### config.mk
export PLATFORM = sky130hd
export DESIGN_NAME = layer_sched
export DESIGN_NICKNAME = d
export VERILOG_FILES = /design/src/rtl/layer_sched_pkg.sv /design/src/rtl/layer_sched_wdog.sv /design/src/rtl/layer_sched.sv
export SDC_FILE = /design/constraint.sdc
export NUM_CORES = 1
export LEC_CHECK = 0
export CORE_UTILIZATION = 46
export CTS_CLUSTER_DIAMETER = 150
export CTS_CLUSTER_SIZE = 20
export DETAILED_ROUTE_END_ITERATION = 16
export PLACE_DENSITY = 0.92
export SLEW_MARGIN = 20
export SYNTH_ARGS = -nofsm -noshare
export SYNTH_HDL_FRONTEND = slang
export SYNTH_SLANG_ARGS = --single-unit
### constraint.sdc
create_clock -name clk -period 4.55 [get_ports clk]
set_clock_uncertainty 0.2 [all_clocks]
set_input_delay 0.6825 -clock clk [delete_from_list [all_inputs] [get_ports clk]]
set_output_delay 0.6825 -clock clk [all_outputs]
set_load 0.01 [all_outputs]
### src/rtl/layer_sched_pkg.sv
`default_nettype none
// ============================================================================
// Module   : layer_sched_pkg
// Brief    : Shared types, default sizes and lane helper for layer_sched.
// Revision : 1.0 - initial release
// ============================================================================
package layer_sched_pkg;

    localparam int c_lanes  = 9;
    localparam int c_data_w = 16;

    typedef enum logic [2:0] {
        S_IDLE = 3'd0,
        S_LOAD = 3'd1,
        S_RUN  = 3'd2,
        S_HOLD = 3'd3,
        S_OUT  = 3'd4
    } state_t;

    // Lane 0 (the first array lane) lives in the LSBs of the packed word.
    function automatic logic [c_data_w-1:0] lane_slice(
        input logic [c_lanes*c_data_w-1:0] vec,
        input int unsigned                 lane
    );
        return vec[lane*c_data_w +: c_data_w];
    endfunction

endpackage
`default_nettype wire

### src/rtl/layer_sched_wdog.sv
`default_nettype none
// ============================================================================
// Module   : layer_sched_wdog
// Brief    : RUN-phase watchdog counter with clear, enable and expired flag.
// Revision : 1.0 - initial release
// ============================================================================
module layer_sched_wdog #(
    parameter int TIMEOUT = 32
) (
    input  logic clk,
    input  logic rst,
    input  logic i_clr,
    input  logic i_en,
    output logic o_expired
);

    localparam int c_cnt_w = $clog2(TIMEOUT) + 1;

    logic [c_cnt_w-1:0] r_cnt;

    always_ff @(posedge clk) begin
        if (rst || i_clr) begin
            r_cnt <= '0;
        end else if (i_en) begin
            r_cnt <= r_cnt + c_cnt_w'(1);
        end
    end

    // Count equals the number of RUN cycles already completed, so the flag
    // rises during the TIMEOUT-th RUN cycle.
    assign o_expired = (r_cnt == c_cnt_w'(TIMEOUT - 1));

endmodule
`default_nettype wire

### src/rtl/layer_sched.sv
`default_nettype none
// ============================================================================
// Module   : layer_sched
// Brief    : Job sequencer for the 9-lane systolic dense layer array.
//            Optional macro LAYER_SCHED_RELU_EN clamps negative lanes at capture.
// Revision : 1.0 - initial release
// ============================================================================
module layer_sched
    import layer_sched_pkg::*;
#(
    parameter int DATA_W  = c_data_w,
    parameter int LANES   = c_lanes,
    parameter int ADDR_W  = 8,
    parameter int CNT_W   = 8,
    parameter int TIMEOUT = 32
) (
    input  logic                    clk,
    input  logic                    rst,
    input  logic                    cmd_valid,
    output logic                    cmd_ready,
    input  logic [ADDR_W-1:0]       cmd_base,
    input  logic [CNT_W-1:0]        cmd_count,
    output logic [ADDR_W-1:0]       vec_addr,
    output logic                    arr_en,
    input  logic                    arr_done,
    input  logic [LANES*DATA_W-1:0] arr_res,
    output logic                    res_valid,
    input  logic                    res_ready,
    output logic [LANES*DATA_W-1:0] res_data,
    output logic [CNT_W-1:0]        res_idx,
    output logic                    res_last,
    output logic                    job_done,
    output logic                    busy,
    output logic                    err
);

    state_t                  r_state;
    state_t                  w_state_nxt;
    logic                    w_accept;
    logic                    w_capture;
    logic                    w_abort;
    logic                    w_handshake;
    logic                    w_wd_expired;
    logic [LANES*DATA_W-1:0] w_res_cap;

    logic [ADDR_W-1:0]       r_base;
    logic [CNT_W-1:0]        r_count;
    logic [CNT_W-1:0]        r_idx;
    logic [ADDR_W-1:0]       r_vec_addr;
    logic [LANES*DATA_W-1:0] r_res_data;
    logic [CNT_W-1:0]        r_res_idx;
    logic                    r_res_last;
    logic                    r_job_done;
    logic                    r_err;

    layer_sched_wdog #(
        .TIMEOUT (TIMEOUT)
    ) u_wdog (
        .clk       (clk),
        .rst       (rst),
        .i_clr     (r_state == S_LOAD),
        .i_en      (r_state == S_RUN),
        .o_expired (w_wd_expired)
    );

    for (genvar gi = 0; gi < LANES; gi++) begin : g_lane
        logic [DATA_W-1:0] w_lane;
        assign w_lane = lane_slice(arr_res, gi);
`ifdef LAYER_SCHED_RELU_EN
        assign w_res_cap[gi*DATA_W +: DATA_W] = w_lane[DATA_W-1] ? '0 : w_lane;
`else
        assign w_res_cap[gi*DATA_W +: DATA_W] = w_lane;
`endif
    end

    always_ff @(posedge clk) begin
        if (rst) begin
            r_state <= S_IDLE;
        end else begin
            r_state <= w_state_nxt;
        end
    end

    always_comb begin
        w_state_nxt = r_state;
        w_accept    = 1'b0;
        w_capture   = 1'b0;
        w_abort     = 1'b0;
        w_handshake = 1'b0;
        case (r_state)
            S_IDLE: begin
                if (cmd_valid) begin
                    w_accept = 1'b1;
                    if (cmd_count != '0) begin
                        w_state_nxt = S_LOAD;
                    end
                end
            end
            S_LOAD: w_state_nxt = S_RUN;
            S_RUN: begin
                // A result arriving on the last permitted cycle wins over abort.
                if (arr_done) begin
                    w_capture   = 1'b1;
                    w_state_nxt = S_HOLD;
                end else if (w_wd_expired) begin
                    w_abort     = 1'b1;
                    w_state_nxt = S_IDLE;
                end
            end
            S_HOLD: w_state_nxt = S_OUT;
            S_OUT: begin
                if (res_ready) begin
                    w_handshake = 1'b1;
                    w_state_nxt = r_res_last ? S_IDLE : S_LOAD;
                end
            end
            default: w_state_nxt = S_IDLE;
        endcase
    end

    always_ff @(posedge clk) begin
        if (rst) begin
            r_base     <= '0;
            r_count    <= '0;
            r_idx      <= '0;
            r_vec_addr <= '0;
            r_res_data <= '0;
            r_res_idx  <= '0;
            r_res_last <= 1'b0;
            r_job_done <= 1'b0;
            r_err      <= 1'b0;
        end else begin
            r_job_done <= 1'b0;
            if (w_accept) begin
                r_base     <= cmd_base;
                r_count    <= cmd_count;
                r_idx      <= '0;
                r_vec_addr <= cmd_base;
                r_err      <= 1'b0;
                if (cmd_count == '0) begin
                    r_job_done <= 1'b1;
                end
            end
            if (w_capture) begin
                r_res_data <= w_res_cap;
                r_res_idx  <= r_idx;
                r_res_last <= (r_idx == r_count - CNT_W'(1));
            end
            if (w_abort) begin
                r_err      <= 1'b1;
                r_job_done <= 1'b1;
            end
            if (w_handshake) begin
                if (r_res_last) begin
                    r_job_done <= 1'b1;
                end else begin
                    r_idx      <= r_idx + CNT_W'(1);
                    r_vec_addr <= r_base + ADDR_W'(r_idx + CNT_W'(1));
                end
            end
        end
    end

    assign cmd_ready = (r_state == S_IDLE) && !rst;
    assign busy      = (r_state != S_IDLE);
    assign arr_en    = (r_state == S_RUN);
    assign res_valid = (r_state == S_OUT);
    assign vec_addr  = r_vec_addr;
    assign res_data  = r_res_data;
    assign res_idx   = r_res_idx;
    assign res_last  = r_res_last;
    assign job_done  = r_job_done;
    assign err       = r_err;

endmodule
`default_nettype wire

==> results of run 1 <==
cells by family (layout without fill, tap and decap cells):
family,Yosys count,count (layout),share of synthesized area [%]
muxes,1,1,0.129
adders and majority gates,13,13,2.19
AOI/OAI and AO/OA,226,226,15.8
and+or+nand+nor,429,429,23.3
DFF,196,196,50.6
xor gates and xnor gates,26,26,2.94
buffers and inverters,76,375,5.10
state kept, by name, summed over array words and instances (netlist names):
name,count
r_state,3
r_base,8
res_idx,8
vec_addr,8
r_count,8
res_last,1
r_idx,8
err,1
res_data,144
u_wdog.r_cnt,6
job_done,1
layer usage:
| layer | wire (um) | track usage, % |
|---|---|---|
| met2 | 11500 | 45.3 |
| met4 | 1180 | 14.9 |
| met1 | 9060 | 30.7 |
| met3 | 1590 | 6.46 |
| met5 | 0 | 0 |
final timing paths:
path | startpoint | to | slack [ns] | cells after the start
worst max register to register | r_state[1]$_SDFFE_PP0P_ | res_data[17]$_SDFFE_PP0P_ | 1.94 | 6
worst max-delay path | r_state[1]$_SDFFE_PP0P_ | arr_en | 1.54 | 3
worst min register to register | res_idx[7]$_SDFFE_PP0P_ | res_idx[7]$_SDFFE_PP0P_ | 0.25 | 2
worst min-delay path | res_idx[7]$_SDFFE_PP0P_ | res_idx[7]$_SDFFE_PP0P_ | 0.25 | 2
placed cells by master (no fill, tap or decap), types with 4 or more instances in the layout:
cell type,instances
nand2_1,348
a21oi_1,183
inv_1,5
dfxtp_1,196
nand2_2,8
clkdlybuf4s50_1,330
o21ai_0,10
buf_4,4
and2_1,4
ha_1,12
nand3_1,6
a21oi_2,9
xnor2_1,14
nor3_1,6
nand4_1,5
xor2_1,12
nor2_1,21
clkbuf_16,17
clkinv_2,4
a31oi_1,4
or3_1,5
through the flow:
stage / setup WS [ns] / cell area [sq um] / hold slack (ns) / std cells
2_1_floorplan: 2.26 / 7760 / 0.241 / 967
3_3_place_gp: 1.60 / 11100 / 0.241 / 1454
3_5_place_dp: 1.53 / 11100 / 0.245 / 1454
4_1_cts: 1.52 / 11600 / 0.254 / 1486
5_1_grt: 1.43 / 11600 / 0.271 / 1486
6_report: 1.54 / 11600 / 0.252 / 1486
power groups by stage:
stage / Sequential [uW] / Clock [uW] / Combinational [uW]
after global routing: 1830 / 1520 / 559
final: 1820 / 1430 / 517
after CTS: 1820 / 1460 / 518
after floorplan: 1870 / 0 / 215
after global placement: 1850 / 0 / 503
after detailed placement: 1860 / 0 / 513
worst max-delay path: stages, from the launching register on:
cell and delay [ns]:
dfxtp_1 0.64, inv_4 0.10, nor3_4 0.31, clkdlybuf4s50_1 0.65
cell type report:
class                   instances  area share [%]
multi-input cells             695            29.7
flip-flops and latches        196            33.8
repair buffers                337            29.1
well taps                     220            2.37
clock buffers                  18            3.69
inverters                       6           0.215
clock inverters                14            1.10
==> impl_metrics.ini, run 1 <==
[power]
p_total_uw = 3770
vdd_drop_max_mv = 0.259
clkPwrFrac_pct = 38.0
switching_share_pct = 25.2
p_leak_uw = 0.00401
power_density_nw_per_um2 = 324
internal-power_uw = 2820
comb_power_share_pct = 13.7
p_seq_share_pct = 48.3
p_switching_uw = 949

[timing]
worst_pin_slew_ns = 1.03
slew_headroom_pct = 31.6
finalSetupViolations = 0
hold_viol = 0
finalCriticalPeriod_ns = 3.01
fmax_mhz = 332
tns_ns = 0
rsz0062_at_grt = false
period_share_pct = 66.2
report.final.slew_viol_count = 0

[synth]
synth-seq-cells = 196
synth.area.top_cells = dfxtp_1 51%, nand2_1 17%, a21oi_1 12%, ha_1 1.9%, xnor2_1 1.6%
synth_nets = 1145
synth_ff_type = dfxtp_1
yosysMostFrequentCell = nand2_1
async_flop_share_pct = 0
yosysTopAreaCell = dfxtp_1
syn-cell-area_sq_um = 7760
synth_cell_types = 49
ys_seq_area_share_pct = 50.6
avgSynthCellArea_sq_um = 8.02
synthTopCellsByCount = 348 x nand2_1, 196 x dfxtp_1, 183 x a21oi_1, 32 x clkbuf_1, 22 x buf_2
syn_inst = 967
synth_edf_count = 0
synth-warning-count = 0
synth.top_cell.area_share_pct = 50.6

[die]
rows = 47
chipHeight_um = 132
die_area_sq_um = 17400
core_sq_um = 16500
io_pins = 332
fp.dieW_um = 132
initial_core_util_pct = 46.9

[routing]
wl_per_cell_um = 15.7
drc = 0
vias = 7706
routed_wl_um = 23300
ant_nets = 0
drt_iter0_markers = 402
vias_per_cell = 5.19
first_pass_iters = 5

[grt]
grt_pass1_wl_um = 37100
grt_pass1_vias = 7368
track_usage_pct = 26.6
overflow = 0
antenna_found_initial = 0
grt_max_degree = 101

[outcome]
status = complete, no violations

[worst_setup_path]
start_kind = flop
arrival_ns = 2.13
cp-end-kind = output port
crit_path_max_fanout = 9
path_class = reg2out
critPathRequiredTime_ns = 3.67

[cts]
clock-sinks = 196
cts.path.max_buffers = 2
clock_latency_ns = 0.42
cts_max_level = 4
cts_resized = 0
cts.hold.buffers_added = 0
cts_tree = built
post-cts-setup-buffer-count = 0
cts_made_buffers = 17
cts.clk_slew.worst_paths_ns = 0.07
root_buffer = clkbuf_16

[layout]
final_util_pct = 70.3
register_area_sq_um = 3920
nFillCells = 1238
nets = 1431
syn_to_final_growth_pct = 49.8
multiInputGateArea_sq_um = 3460
drive_gt1_share_pct = 4.90
antenna_cells = 0

[placed_design]
dp.final_hpwl_um = 16300
gp_congestion = 0.891
portBuffers = 331

[hold_path]
min-delay-path-class = reg2reg

[job]
cap_violations = 0
No activity file was read; power rests on OpenSTA's default activity.
==> inputs of run 2 (changes only) <==
- CORE_UTILIZATION: 46 -> 43
- PLACE_DENSITY: 0.92 -> 0.87
- clock period: 4.55 -> 3.2 ns (I/O delays scaled with it)
==> run 2 against run 1 <==
Effect of this change: design area up 0.42%; combinational power up 44%; sequential power up 42%; critical path depth unchanged; largest cell class unchanged.
==> impl_metrics.ini, run 2 (synthesis gave the netlist of run 1 again) <==
[cts]
cts.path.max_buffers = 2
post-cts-setup-buffer-count = 0
cts_max_level = 4
clock_latency_ns = 0.43
cts_made_buffers = 17
clock-sinks = 196
root_buffer = clkbuf_16
cts_resized = 0
cts.hold.buffers_added = 0
cts.clk_slew.worst_paths_ns = 0.07
cts_tree = built

[grt]
track_usage_pct = 24.1
grt_max_degree = 87
grt_pass1_wl_um = 34900
antenna_found_initial = 0
overflow = 0
grt_pass1_vias = 7085

[worst_setup_path]
start_kind = flop
max_stage_delay_ns = 0.64
critPathRequiredTime_ns = 2.52
crit_slowest_cell = clkdlybuf4s50_1
path_class = reg2out
crit_chain = inv_4, nor3_4, clkdlybuf4s50_1
cp-end-kind = output port
arrival_ns = 2.09
crit_path_max_fanout = 9

[timing]
tns_ns = 0
fmax_mhz = 361
rsz0062_at_grt = false
period_share_pct = 86.7
report.final.slew_viol_count = 0
finalSetupViolations = 0
hold_viol = 0
finalCriticalPeriod_ns = 2.77
worst_pin_slew_ns = 0.914
slew_headroom_pct = 39.1

[die]
chipHeight_um = 136
fp.dieW_um = 136
core_sq_um = 17500
io_pins = 332
die_area_sq_um = 18600
initial_core_util_pct = 44.4
rows = 48

[layout]
antenna_cells = 0
largest_register_ffs = 144
mostFrequentLayoutCells = 348 x nand2_1, 330 x clkdlybuf4s50_1, 196 x dfxtp_1
nets = 1434
drive_gt1_share_pct = 5.12
nFillCells = 1358
syn_to_final_growth_pct = 50.5
final_design_area_no_fill_sq_um = 11700
layout_commonest_cell = nand2_1

[placed_design]
portBuffers = 331
dp.final_hpwl_um = 16400
gp_congestion = 0.804
dpl-instance-area_sq_um = 11100

[hold_path]
min-delay-path-class = in2reg

[routing]
drc = 0
vias_per_cell = 5.12
drt_iter0_markers = 417
first_pass_iters = 5
ant_nets = 0
routed_wl_um = 23500
wl_per_cell_um = 15.8
vias = 7651

[outcome]
status = complete, no violations

[job]
cap_violations = 0

[power]
p_leak_uw = 0.00402
vdd_drop_max_mv = 0.373
power_density_nw_per_um2 = 459
-- run 2: changes by cell type in the layout (fill, tap and decap cells not counted), sizes merged --
| cell | before | now |
|---|---|---|
| buf | 7 | 10 |
| clkinvlp | 3 | 6 |
| clkinv | 6 | 4 |
| bufinv | 1 | 0 |
-- run 2: through the flow --
step / worst slack [ns] / utilization (%) / total power (uW) / cells / hold WS [ns]
6_report: 0.426 / 66.8 / 5350 / 1494 / 0.235
5_1_grt: 0.325 / 66.8 / 5550 / 1494 / 0.244
4_1_cts: 0.415 / 66.8 / 5390 / 1494 / 0.223
3_5_place_dp: 0.596 / 63.6 / 3380 / 1462 / 0.246
3_3_place_gp: 0.613 / 63.6 / 3370 / 1462 / 0.240
2_1_floorplan: 0.949 / - / 2960 / 967 / 0.241
-- run 2: area by class of cell --
class / count / area, sq um / share of cell area (%)
clock inverters: 14 / 123 / 1.05
clock buffers: 18 / 429 / 3.68
inverters: 6 / 25.0 / 0.214
repair buffers: 340 / 3430 / 29.4
well taps: 225 / 282 / 2.41
flip-flops and latches: 196 / 3920 / 33.6
multi-input cells: 695 / 3460 / 29.6
-- run 2: layer usage --
metal	part of all wire [%]	vias to the layer above	global-route usage [%]
li1	-	3766	-
met1	39	3533	26.4
met3	7.4	61	6.41
met2	50	291	42.0
met4	4.4	0	13.0
met5	0	-	0
-- run 2: path summary, 6_finish.rpt --
| check | startpoint | to | slack, ns | depth (start not counted) |
|---|---|---|---|---|
| worst max register to register | r_idx[0]$_SDFF_PP0_ | vec_addr[7]$_SDFF_PP0_ | 0.64 | 8 |
| worst max-delay path | r_state[1]$_SDFFE_PP0P_ | arr_en | 0.43 | 3 |
| worst min-delay path | rst | vec_addr[2]$_SDFF_PP0_ | 0.23 | 2 |
| worst min register to register | res_data[75]$_SDFFE_PP0P_ | res_data[75]$_SDFFE_PP0P_ | 0.25 | 2 |
-- run 2: worst max-delay path: cells and delay by family, from the launching register on --
kind	cells	cell delay (ns)
flip-flops	1	0.63
buffers and inverters	2	0.73
AND/OR/NAND/NOR	1	0.30
-- run 2: power by group --
part	leakage, uW	internal (uW)	switching, uW
logic	0.00218	408	337
clock network	0.000251	1020	1000
registers	0.00159	2520	62.6
